==> src/rtl/cu_microsequencer_pkg.sv <==
// Shared definitions for the control-unit microsequencer: next-state modes
// and the condition-select width helper.
package cu_pkg;

   typedef enum logic [2:0] {
      NS_ENCODE = 3'd0,
      NS_INC    = 3'd1,
      NS_CJUMP  = 3'd2,
      NS_CENC   = 3'd3,
      NS_CALL   = 3'd4,
      NS_RET    = 3'd5
   } ns_mode_e;

   localparam logic [2:0] NS_RSV_LO = 3'd6;
   localparam logic [2:0] NS_RSV_HI = 3'd7;

   function automatic int cond_sel_w(input int n);
      return ($clog2(n) < 1) ? 1 : $clog2(n);
   endfunction

endpackage

==> src/rtl/cu_microsequencer_if.sv <==
// ROM-side fields into the sequencer and the state/status it returns.
interface cu_microsequencer_if
   import cu_pkg::*;
#(
   parameter int STATE_W     = 7,
   parameter int COND_N      = 4,
   parameter int STACK_DEPTH = 2
) ();

   localparam int SEL_W   = cond_sel_w(COND_N);
   localparam int DEPTH_W = $clog2(STACK_DEPTH + 1);

   logic                 stall;
   logic [COND_N-1:0]    cond;
   logic [SEL_W-1:0]     cond_sel;
   logic                 cond_inv;
   logic [2:0]           ns_mode;
   logic [STATE_W-1:0]   target;
   logic [STATE_W-1:0]   enc_state;
   logic [STATE_W-1:0]   state;
   logic                 cond_true;
   logic [DEPTH_W-1:0]   depth;
   logic                 err;

   modport master (
      output stall, cond, cond_sel, cond_inv, ns_mode, target, enc_state,
      input  state, cond_true, depth, err
   );

   modport slave (
      input  stall, cond, cond_sel, cond_inv, ns_mode, target, enc_state,
      output state, cond_true, depth, err
   );

endinterface

==> src/rtl/cu_microsequencer_ret_stack.sv <==
// Return-address LIFO for microcode call/return; no error tracking here,
// callers must not push when full or pop when empty.
module cu_ret_stack #(
   parameter int STATE_W     = 7,
   parameter int STACK_DEPTH = 2,
   localparam int DEPTH_W    = $clog2(STACK_DEPTH + 1)
) (
   input  logic               clk_i,
   input  logic               rst_ni,
   input  logic               push_i,
   input  logic               pop_i,
   input  logic [STATE_W-1:0] push_data_i,
   output logic [STATE_W-1:0] top_o,
   output logic [DEPTH_W-1:0] depth_o,
   output logic               full_o,
   output logic               empty_o
);

   logic [STATE_W-1:0] mem_q [STACK_DEPTH];
   logic [DEPTH_W-1:0] depth_q;

   assign depth_o = depth_q;
   assign full_o  = (depth_q == DEPTH_W'(STACK_DEPTH));
   assign empty_o = (depth_q == DEPTH_W'(0));

   // Occupancy counter.
   always_ff @(posedge clk_i or negedge rst_ni) begin
      if (!rst_ni) begin
         depth_q <= '0;
      end else if (push_i && !full_o) begin
         depth_q <= depth_q + DEPTH_W'(1);
      end else if (pop_i && !empty_o) begin
         depth_q <= depth_q - DEPTH_W'(1);
      end else begin
         depth_q <= depth_q;
      end
   end

   // Entry storage; contents after reset are don't-care.
   always_ff @(posedge clk_i) begin
      for (int i = 0; i < STACK_DEPTH; i++) begin
         if (push_i && !full_o && (depth_q == DEPTH_W'(i))) begin
            mem_q[i] <= push_data_i;
         end else begin
            mem_q[i] <= mem_q[i];
         end
      end
   end

   // Top-of-stack read mux.
   always_comb begin
      top_o = '0;
      for (int i = 0; i < STACK_DEPTH; i++) begin
         top_o = (depth_q == DEPTH_W'(i + 1)) ? mem_q[i] : top_o;
      end
   end

endmodule

==> src/rtl/cu_microsequencer.sv <==
// Next-state sequencer: selects/inverts a condition and picks the next
// control state, with call/return through a small LIFO and a sticky err.
module cu_microsequencer
   import cu_pkg::*;
#(
   parameter int               STATE_W     = 7,
   parameter int               COND_N      = 4,
   parameter int               STACK_DEPTH = 2,
   parameter logic [STATE_W-1:0] RESET_STATE = '0
) (
   input  logic                 clk,
   input  logic                 rst_n,
   cu_microsequencer_if.slave   bus
);

   localparam int SEL_W   = cond_sel_w(COND_N);
   localparam int DEPTH_W = $clog2(STACK_DEPTH + 1);

   logic [STATE_W-1:0] state_q, state_d, inc_s, top_s;
   logic               err_q, err_d;
   logic               sel_bit_s, cond_true_s;
   logic               push_s, pop_s, full_s, empty_s;
   logic [DEPTH_W-1:0] depth_s;

   cu_ret_stack #(
      .STATE_W     (STATE_W),
      .STACK_DEPTH (STACK_DEPTH)
   ) u_ret_stack (
      .clk_i       (clk),
      .rst_ni      (rst_n),
      .push_i      (push_s),
      .pop_i       (pop_s),
      .push_data_i (inc_s),
      .top_o       (top_s),
      .depth_o     (depth_s),
      .full_o      (full_s),
      .empty_o     (empty_s)
   );

   // Condition select; indices past COND_N read as 0 before inversion.
   always_comb begin
      sel_bit_s = 1'b0;
      for (int i = 0; i < COND_N; i++) begin
         sel_bit_s = (bus.cond_sel == SEL_W'(i)) ? bus.cond[i] : sel_bit_s;
      end
   end

   assign cond_true_s   = sel_bit_s ^ bus.cond_inv;
   assign bus.cond_true = cond_true_s;
   assign bus.state     = state_q;
   assign bus.depth     = depth_s;
   assign bus.err       = err_q;

   // Next-state, stack control and error detection.
   always_comb begin
      inc_s   = state_q + STATE_W'(1);
      state_d = state_q;
      err_d   = err_q;
      push_s  = 1'b0;
      pop_s   = 1'b0;
      if (bus.stall) begin
         state_d = state_q;
      end else begin
         case (bus.ns_mode)
            NS_ENCODE: state_d = bus.enc_state;
            NS_INC:    state_d = inc_s;
            NS_CJUMP:  state_d = cond_true_s ? bus.target : inc_s;
            NS_CENC:   state_d = cond_true_s ? bus.enc_state : inc_s;
            NS_CALL: begin
               if (cond_true_s && !full_s) begin
                  push_s  = 1'b1;
                  state_d = bus.target;
               end else begin
                  state_d = inc_s;
                  err_d   = err_q | cond_true_s;
               end
            end
            NS_RET: begin
               if (empty_s) begin
                  state_d = RESET_STATE;
                  err_d   = 1'b1;
               end else begin
                  pop_s   = 1'b1;
                  state_d = top_s;
               end
            end
            default: begin
               state_d = inc_s;
               err_d   = 1'b1;
            end
         endcase
      end
   end

   // State and sticky error registers.
   always_ff @(posedge clk or negedge rst_n) begin
      if (!rst_n) begin
         state_q <= RESET_STATE;
         err_q   <= 1'b0;
      end else begin
         state_q <= state_d;
         err_q   <= err_d;
      end
   end

endmodule

==> src/flat_wrapper.sv <==
// flat-port wrapper written by rule: the top's interface ports become plain ports
module cu_microsequencer_flat import cu_pkg::*;
#(
   parameter int               STATE_W     = 7,
   parameter int               COND_N      = 4,
   parameter int               STACK_DEPTH = 2,
   parameter logic [STATE_W-1:0] RESET_STATE = '0
)
  (clk, rst_n, bus_stall, bus_cond, bus_cond_sel, bus_cond_inv, bus_ns_mode, bus_target, bus_enc_state, bus_state, bus_cond_true, bus_depth, bus_err);
  cu_microsequencer_if #(.STATE_W(STATE_W), .COND_N(COND_N), .STACK_DEPTH(STACK_DEPTH)) bus_i ();
  input  logic clk;
  input  logic rst_n;
  input wire logic [$bits(bus_i.stall)-1:0] bus_stall;
  input wire logic [$bits(bus_i.cond)-1:0] bus_cond;
  input wire logic [$bits(bus_i.cond_sel)-1:0] bus_cond_sel;
  input wire logic [$bits(bus_i.cond_inv)-1:0] bus_cond_inv;
  input wire logic [$bits(bus_i.ns_mode)-1:0] bus_ns_mode;
  input wire logic [$bits(bus_i.target)-1:0] bus_target;
  input wire logic [$bits(bus_i.enc_state)-1:0] bus_enc_state;
  output wire logic [$bits(bus_i.state)-1:0] bus_state;
  output wire logic [$bits(bus_i.cond_true)-1:0] bus_cond_true;
  output wire logic [$bits(bus_i.depth)-1:0] bus_depth;
  output wire logic [$bits(bus_i.err)-1:0] bus_err;
  assign bus_i.stall = bus_stall;
  assign bus_i.cond = bus_cond;
  assign bus_i.cond_sel = bus_cond_sel;
  assign bus_i.cond_inv = bus_cond_inv;
  assign bus_i.ns_mode = bus_ns_mode;
  assign bus_i.target = bus_target;
  assign bus_i.enc_state = bus_enc_state;
  assign bus_state = bus_i.state;
  assign bus_cond_true = bus_i.cond_true;
  assign bus_depth = bus_i.depth;
  assign bus_err = bus_i.err;
  cu_microsequencer #(.STATE_W(STATE_W), .COND_N(COND_N), .STACK_DEPTH(STACK_DEPTH), .RESET_STATE(RESET_STATE)) u_core (.clk(clk), .rst_n(rst_n), .bus(bus_i));
endmodule
==> config.mk <==
export PLATFORM = sky130hd
export DESIGN_NAME = cu_microsequencer_flat
export DESIGN_NICKNAME = d
export VERILOG_FILES = /design/src/rtl/cu_microsequencer_pkg.sv /design/src/rtl/cu_microsequencer_if.sv /design/src/rtl/cu_microsequencer_ret_stack.sv /design/src/rtl/cu_microsequencer.sv /design/src/flat_wrapper.sv
export SDC_FILE = /design/constraint.sdc
export NUM_CORES = 1
export LEC_CHECK = 0
export ABC_AREA = 1
export ABC_CLOCK_PERIOD_IN_PS = 3000
export CAP_MARGIN = 20
export CORE_MARGIN = 8
export CORE_UTILIZATION = 40
export CTS_BUF_LIST = sky130_fd_sc_hd__clkbuf_8
export CTS_CLUSTER_SIZE = 30
export DETAILED_ROUTE_END_ITERATION = 10
export DONT_BUFFER_PORTS = 1
export GPL_TIMING_DRIVEN = 0
export HOLD_SLACK_MARGIN = 0.03
export PLACE_DENSITY = 0.54
export SLEW_MARGIN = 10
export SYNTH_ARGS = -nofsm -noshare
export SYNTH_HDL_FRONTEND = slang
export SYNTH_HIERARCHICAL = 1
export SYNTH_SLANG_ARGS = --single-unit
==> constraint.sdc <==
create_clock -name clk -period 3 [get_ports clk]
set_input_delay 0.15 -clock clk [delete_from_list [all_inputs] [get_ports clk]]
set_output_delay 0.15 -clock clk [all_outputs]
set_load 0.02 [all_outputs]
Yosys cells after proc, flatten, opt, wreduce, memory -nomap -nowiden

Memories as Yosys holds them, arrays and structs flattened.
Cells that the tools add are included.

Bits in registers: 10
Memory bits (writable): 14
Output and inout port bits: 11
Logic and storage cells: 68
Memories kept: 1

Add/subtract/negate cells: 3
Equal/unequal tests: 12
Multiplexer cells: 30
Bitwise logic cells: 6
Reduce and logical (&&, ||, !) cells: 13

Memory list:

| name                     | depth | width | read ports | clocked after memory_dff | write ports | RTL line                          | RTL |
|---|---|---|---|---|---|---|---|
| u_core.u_ret_stack.mem_q | 2     | 7     | 2          | 0                        | 2           | cu_microsequencer_ret_stack.sv:19 | `logic [STATE_W-1:0] mem_q [STACK_DEPTH];` |

Operators by type and width:

| cell                  | count |
|---|---|
| $mux W7               | 8 |
| $pmux W7 S5           | 1 |
| $mux W1               | 18 |
| $add A7 B1 Y7 const B | 1 |
| $eq A2 B2 Y1 const B  | 3 |
| $eq A3 B2 Y1 const B  | 2 |
| $eq A3 B3 Y1 const B  | 2 |
| $logic_and A1 B1 Y1   | 5 |
| $eq A2 B1 Y1 const B  | 2 |
| $logic_not A2 Y1      | 2 |
| $mux W2               | 2 |
| $ne A2 B2 Y1 const B  | 2 |
| $reduce_and A4 Y1     | 1 |
| $reduce_or A4 Y1      | 1 |
| $eq A3 B1 Y1 const B  | 1 |
| $logic_not A3 Y1      | 1 |
| $or A1 B1 Y1          | 3 |
| $pmux W1 S3           | 1 |
| $add A2 B1 Y2 const B | 1 |
| $logic_not A1 Y1      | 2 |
| $not A1 Y1            | 2 |
| $reduce_bool A2 Y1    | 1 |
| $sub A2 B1 Y2 const B | 1 |
| $xor A1 B1 Y1         | 1 |

Logic depth before layout (Yosys ltp)

Depth in word-level cells: 15
Depth in mapped cells: 14
Depth with buffers taken out: 13

By module

Netlist, hierarchy kept.

By module, submodules not included:

| module            | times used | cells each | area an instance (µm²) | seq. area each (µm²) |
|---|---|---|---|---|
| cu_microsequencer | 1          | 209        | 1092.3                 | 200.2 |
| cu_ret_stack      | 1          | 62         | 719.4                  | 470.5 |

Worst setup path before layout

Ideal clock, no wire load.

Path kind: register to register
Start: register u_core.u_ret_stack.depth_q[0], in the netlist u_core/u_ret_stack/depth_o[0]
End: memory u_core.u_ret_stack.mem_q[1][0] (enable)
Setup time: 0.360 ns
Data arrival time: 2.039 ns
Setup slack: 0.601 ns
Cell stages (with the launch flop): 8
Buffers on the path: 0
Cells stage by stage: dfrtp_1 > inv_1 > ha_1 > inv_1 > nand2_2 > nor3_1 > nand2_8 > nor2_1

RTL lines:

| item                     | RTL line                          | RTL |
|---|---|---|
| start: declaration       | cu_microsequencer_ret_stack.sv:20 | `logic [DEPTH_W-1:0] depth_q;` |
| start signal: assignment | cu_microsequencer_ret_stack.sv:31 | `depth_q <= depth_q + DEPTH_W'(1);` |
| start signal: assignment | cu_microsequencer_ret_stack.sv:33 | `depth_q <= depth_q - DEPTH_W'(1);` |
| start signal: assignment | cu_microsequencer_ret_stack.sv:35 | `depth_q <= depth_q;` |
| end: declaration         | cu_microsequencer_ret_stack.sv:19 |  |

==> qor.csv <==
stage;metric;value;unit
worst_setup_path;crit start category;register;
worst_setup_path;Critical Path RT;2.90;ns
routing;DRT Pass-1 Iters;4;
place;RD Place Congestion;0.772;
global_routing;Overflow after GRT;0;
layout;number of diodes;0;
worst_setup_path;CP max FO;8;
worst_setup_path;kind of critical path;reg2reg;
floorplanning;Starting Density;41.6;%
synth;Warnings, synthesis;6;
worst_setup_path;crit path from;u_core/u_ret_stack/depth_o[0];
clock_network;Reg clk slew, reported paths;0.08;ns
timing;relative slew slack;57.5;%
clock_network;CTS Buf Count;3;
routing;via count;1570;
routing;antenna viol nets, final;0;
synth;post-synthesis sequential area ratio;37.0;%
timing;Post-Route Skew;0.00325;ns
power_and_ir_drop;Power Density;628;mW/mm^2
global_routing;vias in the first global route;1518;
routing;Iter 0 DRT Violations;95;
worst_hold_path;min-delay src;bus_ns_mode[2];
timing;TNS Setup;0;ns
worst_setup_path;r2r startpoint;u_core/u_ret_stack/depth_o[0];
floorplanning;# IOs;38;
floorplanning;Core Area;0.00435;sq mm
clock_network;Max Buffers Root-to-Sink;2;
timing;Pins Over Slew Limit;0;
worst_setup_path;CP Cell Sequence;inv_1 > ha_1 > inv_1 > nand2_2 > nor3_2 > nand2_8 > nor2_1;
floorplanning;die area;0.00694;sq mm
timing;final worst-path cycle share;90.1;%
layout;Layout area overhead;8.36;%
synth;Syn Inst Count;271;
floorplanning;Die Ht;83.3;um
worst_setup_path;WP buf/inv;2;
routing;Routed wire per std cell;14.0;um
global_routing;gr usage total;13.1;%
synth;Synth Area in Compound Gates;4.63;%
timing;count of final setup violators;0;
job;Max Cap Violations;0;
clock_network;latest clock arrival within the worst-skew pair;0.26;ns
routing;DR DRC count;0;
worst_setup_path;family with the most delay on the worst path;simple AND/OR/NAND/NOR gates;
place;pre-CTS WS;0.101;ns
clock_network;CTS Sinks;24;
floorplanning;die width;83.3;um
synth;Post-Syn Area;0.00181;sq mm
worst_setup_path;WP data arrival;2.60;ns
clock_network;CTS root buf;clkbuf_8;
synth;XOR/XNOR Fraction of Synth Area;2.42;%
place;IO buf count;0;
worst_setup_path;Top cell by count, worst path;inv_1;
layout;most frequent cells in the layout;nand2_1 (100), inv_1 (37), nor2_1 (32);
global_routing;pin count of the biggest net entering global routing;15;
layout;share of layout cells above drive strength 1;9.78;%
outcome;status;completed;
synth;Yosys reg bits;24;
power_and_ir_drop;overall power;1230;uW
synth;post-synthesis cell type count;24;
worst_setup_path;max incr delay on CP;0.51;ns
layout;Final #Nets;308;
synth;area share of and/or/nand/nor cells after synthesis;42.3;%
timing;final hold vios;0;
synth;Net Count, Synth;302;
clock_network;CTS tree;done;
floorplanning;row cnt;24;
place;DP Wirelength;3700;um
routing;Post-Route WL;4600;um
worst_setup_path;Slowest-stage cell, CP;dfrtp_1;
power_and_ir_drop;Lkg Pwr;0.000995;uW
timing;fin crit period;2.70;ns
synth;largest family of logic cells by synthesized area;simple AND/OR/NAND/NOR gates;
global_routing;wire length of the first global-routing pass;7500;um
timing;RSZ-0062 raised after global routing;false;
clock_network;CTS HTree Levels;1;
worst_hold_path;Hold Path Class;in2reg;
timing;Worst-Margin Slew;0.634;ns
routing;post-DR vias/cell;4.79;
synth;multiplexer share of the synthesized area;0;%
worst_setup_path;Critical Path End Type;register;
clock_network;post-CTS setup buffers;0;
layout;commonest non-fill, non-tap cell in the layout;nand2_1;
global_routing;initial antenna violation count;0;
power_and_ir_drop;peak supply drop;0.426;mV
timing;Setup WS post-layout;0.298;ns
synth;Synth Area in Adders;2.76;%
synth;Syn Area/Cell;6.69;sq um
timing;fmax;0.370;GHz
==> state kept, by name, indices dropped and copies added, names as in the netlist <==
name,cells
u_core/u_ret_stack/mem_q,14
u_core/bus.state,7
u_core/u_ret_stack/depth_o,2
u_core/bus.err,1
==> power by group <==
part | internal, uW | total (uW) | switching (uW)
combinational | 156 | 478 | 321
sequential | 397 | 479 | 82.3
clock | 178 | 276 | 97.9
==> logic make-up (layout without fill, tap and decap cells) <==
family,count (synthesis),after routing
compound gates,16,16
xor+xnor,5,5
fa+ha+maj,4,4
buf+inv,46,51
flops,24,24
simple gates,176,176
==> repair_timing <==
item | in CTS | in global routing
gates resized for setup | 0 | 1
hold buffers | 1 | 0
endpoints found under the hold margin | 10 | 0
setup endpoints to repair | 0 | 14
==> tightest hold or removal path, stage by stage <==
cell    delay [ns]
inv_2         0.04
nor2_1        0.10
a31o_2        0.16
==> layout make-up <==
type / instances / area [sq um]
Fill cell: 470 / 2390
Tap cell: 52 / 65.1
Buffer: 5 / 36.3
Timing Repair Buffer: 1 / 10.0
Sequential cell: 24 / 671
Clock buffer: 3 / 41.3
Clock inverter: 1 / 30.0
Inverter: 41 / 161
Multi-Input combinational cell: 201 / 948
==> synthesized netlist by cell type <==
library cell / count / area share, %
nand3_1: 30 / 8.3
o21ai_1: 2 / 0.55
inv_8: 1 / 0.62
o21ai_0: 7 / 1.9
dfrtp_1: 10 / 14
ha_1: 4 / 2.8
a31o_2: 1 / 0.48
buf_6: 2 / 1.2
nand2_2: 6 / 2.1
nor2_1: 32 / 6.6
edfxtp_1: 14 / 23
nor3_1: 1 / 0.28
xor2_1: 5 / 2.4
inv_1: 37 / 7.7
nand2_8: 1 / 1.1
nand3_4: 1 / 0.97
a21oi_1: 6 / 1.7
clkbuf_1: 1 / 0.21
nand2_1: 100 / 21
buf_2: 2 / 0.55
nand2_4: 1 / 0.62
inv_2: 3 / 0.62
nor2_2: 3 / 1.0
nand3_2: 1 / 0.55
==> worst paths after layout <==
| kind | slack [ns] | depth (start not counted) | endpoint |
|---|---|---|---|
| max in group asynchronous | 2.43 | 1 | u_core/bus.state[6] |
| worst max-delay path | 0.30 | 7 | u_core/u_ret_stack/mem_q[0][1] |
| worst min-delay path | 0.21 | 3 | u_core/bus.err |
| worst min register to register | 0.63 | 1 | u_core/bus.err |
| worst max register to register | 0.30 | 7 | u_core/u_ret_stack/mem_q[0][1] |
| min in group asynchronous | 0.26 | 1 | u_core/u_ret_stack/depth_o[0] |
==> layer usage <==
| layer | vias to the layer above | GRT usage, % | share of wire [%] |
|---|---|---|---|
| li1 | 850 | - | - |
| met1 | 686 | 17.6 | 49 |
| met2 | 32 | 20.3 | 45 |
| met3 | 2 | 3.03 | 5.5 |
| met4 | 0 | 3.35 | 0.46 |
| met5 | - | 0 | 0 |
==> per-stage QoR <==
| step | hold slack (ns) | area (sq um) | util, % | std cells |
|---|---|---|---|---|
| after global routing | 0.230 | 1960 | 45.1 | 328 |
| final | 0.211 | 1960 | 45.1 | 328 |
| after floorplan | -0.146 | 1810 | - | 271 |
| after global placement | -0.145 | 1880 | 43.1 | 323 |
| after CTS | 0.209 | 1960 | 45.0 | 328 |
| after detailed placement | -0.145 | 1880 | 43.1 | 323 |
Power figures use the tool's default switching activity.
